**src/rtl/hangman_pkg.sv**
```systemverilog
// hangman_pkg: letter codes, game state encoding and word-letter helpers shared by the hangman blocks
package hangman_pkg;
  typedef logic [5:0] letter_t;
  localparam letter_t LETTER_A = 6'h0A;
  localparam letter_t LETTER_Z = 6'h23;
  localparam letter_t BLANK = 6'h3F;
  localparam int NUM_LETTERS = 26;
  localparam int WORD_LEN = 4;
  typedef enum logic [2:0] {S_IDLE, S_PLAY, S_EVAL, S_WON, S_LOST} state_t;
  function automatic letter_t letter_of(input byte c);
    return letter_t'(c - 8'd65) + LETTER_A;
  endfunction
endpackage

```
**src/rtl/guess_checker_letter_match.sv**
```systemverilog
// letter_match: per-position match mask of a guess against the four word letters, plus range flag
module letter_match
  import hangman_pkg::*;
(
  input  letter_t       i_guess,
  input  letter_t [3:0] i_word,
  output logic    [3:0] o_mask,
  output logic          o_any,
  output logic          o_in_range
);
  assign o_in_range = i_guess >= LETTER_A && i_guess <= LETTER_Z;
  for (genvar k = 0; k < WORD_LEN; k++) begin : g_pos
    assign o_mask[k] = o_in_range && i_guess == i_word[k];
  end
  assign o_any = |o_mask;
endmodule

```
**config.mk**
```make
export PLATFORM = sky130hd
export DESIGN_NAME = letter_match
export DESIGN_NICKNAME = d
export VERILOG_FILES = /design/src/rtl/hangman_pkg.sv /design/src/rtl/guess_checker_letter_match.sv
export SDC_FILE = /design/constraint.sdc
export NUM_CORES = 1
export LEC_CHECK = 0
export ABC_CLOCK_PERIOD_IN_PS = 5100
export CAP_MARGIN = 10
export CORE_AREA = 4 4 41 43
export DETAILED_ROUTE_END_ITERATION = 7
export DIE_AREA = 0 0 45 47
export PLACE_DENSITY = 0.86
export SLEW_MARGIN = 10
export SYNTH_ARGS = -nofsm -noshare
export SYNTH_HDL_FRONTEND = slang
export SYNTH_SLANG_ARGS = --single-unit
```
**constraint.sdc**
```tcl
create_clock -name vclk -period 5.1
set_clock_uncertainty 0.05 [all_clocks]
set_input_delay 1.02 -clock vclk [all_inputs]
set_output_delay 1.02 -clock vclk [all_outputs]
set_load 0.02 [all_outputs]
```
==> flow_metrics.tcl <==
set metrics [dict create \
    antenna_found_initial 0 \
    synth.area.top_cells "xor2_1 37%, xnor2_1 19%, and4_1 9.3%" \
    row_count 13 \
    grt_pass1_wl_microns 1752 \
    dr.pass1.iters 3 \
    syn-num-nets 73 \
    hp-class "input port to output pin" \
    setup_viol 0 \
    dpl.hpwl_microns 1029 \
    leakage_nw 0.2629 \
    cp-startpoint "i_guess[5]" \
    seq_area_frac_synth_pct 0 \
    grt-ovfl-total 0 \
    finalHoldViolations 0 \
    cp-end-kind "output pin" \
    synthesis.area_sq_um 375.4 \
    drt_iter0_drc 5 \
    wirelength_microns 1163 \
    crit_required_ns 4.03 \
    via_count 411 \
    cts_hold_buf 0 \
    gp_congestion 0.7602 \
    start_util_pct 28.85 \
    synth_top_area_share_pct 37.33 \
    synth_area_leader_cell "xor2_1" \
    status "complete, no violations" \
    fmax_ghz 0.2287 \
    tns_ns 0 \
    fin_util_pct 53.75 \
    via_per_inst 4.618 \
    die_y_microns 47 \
    io_buffers 36 \
    critPathArrivalTime_ns 3.30 \
    relSlewSlack_pct 74.76 \
    synth_cell_types 13 \
    start_kind "input port" \
    fillers 130 \
    nets 106 \
    worst_pin_slew_ns 0.3780 \
    ir_drop_v 0.00003445 \
    rsz0062_at_grt "no" \
    regArea_sq_um 0 \
    synth_common_cells "16 x xor2_1, 8 x xnor2_1, 4 x and4_1, 4 x nor4_1, 3 x buf_6" \
    post_cts_resized 0 \
    first_global_vias 431 \
    maxCapViolCount 0 \
    dieArea_sq_um 2115 \
    endpoint "o_any" \
    antenna_cells 0 \
    ant_nets 0 \
    synth.most_common_cell "xor2_1" \
    nFlopsAndLatches 0 \
    nClkBuffers 0 \
    post-route-drc-count 0 \
    syn_avg_cell_area_sq_um 8.729 \
    fin_crit_sh_pct 85.74 \
    ys_warn_count 0 \
    cts_setup_buffers 0 \
    die_width_microns 45 \
    period_minus_slack_ns 4.373 \
    core_area_sq_um 1301 \
    grt_start_max_net_pins 8 \
    drive_gt1_share_pct 2.703 \
    wl_per_cell_microns 13.07 \
    critical_path.max_fanout 7 \
    synthCells 43 \
    grt.total_usage_pct 10.46 \
    critPathKind "input port to output pin" \
    slew_viol_final 0 \
    ios 36 \
    hold_ws_ns 3.229 \
    area_growth_pct 86.33 \
    powerDensity_nw_per_um2 74.97 \
]
[how the worst min path moves through the flow]
| stage | start | end | slack, ns | cells after the start |
|---|---|---|---|---|
| finish | i_word[4] | o_mask[0] | 3.23 | 4 |
| global placement | i_word[10] | o_mask[1] | 3.23 | 4 |
| floorplan | i_word[10] | o_mask[1] | 2.26 | 2 |
| CTS | i_word[4] | o_mask[0] | 3.24 | 4 |
| detailed placement | i_word[4] | o_mask[0] | 3.23 | 4 |
| global route | i_word[4] | o_mask[0] | 3.27 | 4 |
[through the flow]
| stage | instances | power, W | setup slack [ns] | cell area (sq um) |
|---|---|---|---|---|
| after CTS | 89 | 0.00005309 | 0.7263 | 699.4 |
| final | 89 | 0.00005243 | 0.7270 | 699.4 |
| after global routing | 89 | 0.00005719 | 0.6408 | 699.4 |
| after detailed placement | 89 | 0.00005266 | 0.7326 | 699.4 |
| after floorplan | 43 | 0.00002568 | 1.515 | 375.4 |
| after global placement | 89 | 0.00005213 | 0.7912 | 699.4 |
[cell usage in the layout, fill, tap and decap left out]
cell type | netlist | layout
and4_1 | 4 | 4
clkdlybuf4s50_1 | 0 | 36
inv_1 | 1 | 1
nor2_1 | 1 | 1
nor4_1 | 4 | 4
o311ai_2 | 1 | 1
or2b_2 | 1 | 1
or4_1 | 1 | 1
or4b_1 | 1 | 1
xnor2_1 | 8 | 8
xor2_1 | 16 | 16
[cell type report]
type / count / area [sq um] / area share, %
repair buffers: 36 / 360.3 / 51.52
multi-input cells: 37 / 316.6 / 45.26
well taps: 15 / 18.77 / 2.683
inverters: 1 / 3.754 / 0.5367
[critical path, cell delays in order]
cell,delay [ns]
clkdlybuf4s50_1,0.66
or4b_1,0.50
o311ai_2,0.14
and4_1,0.27
or4_1,0.12
clkdlybuf4s50_1,0.59
[layer usage]
layer  share of wire [%]  track usage [%]  vias up  wire [microns]
met5                   0                0        -               0
met2                  51            21.47       20             593
met1                  40            12.36      181             466
met4                   0                0        0               0
li1                    -                -      210               -
met3                 8.9           0.7663        0             103
[cells by family (layout without fill, tap and decap cells)]
group,after synthesis,count (layout),synth area share [%]
AOI/OAI and AO/OA,1,1,4.335
xor gates and xnor gates,24,24,56.00
and+or+nand+nor,12,12,24.00
buffers and inverters,6,37,15.66
[where the power goes]
part	switching [W]	internal, W
sequential	0	0
clock	0	0
combinational	0.0000189	0.0000336
total	0.0000189	0.0000336
Note: power is estimated with default switching activity, not from simulation.
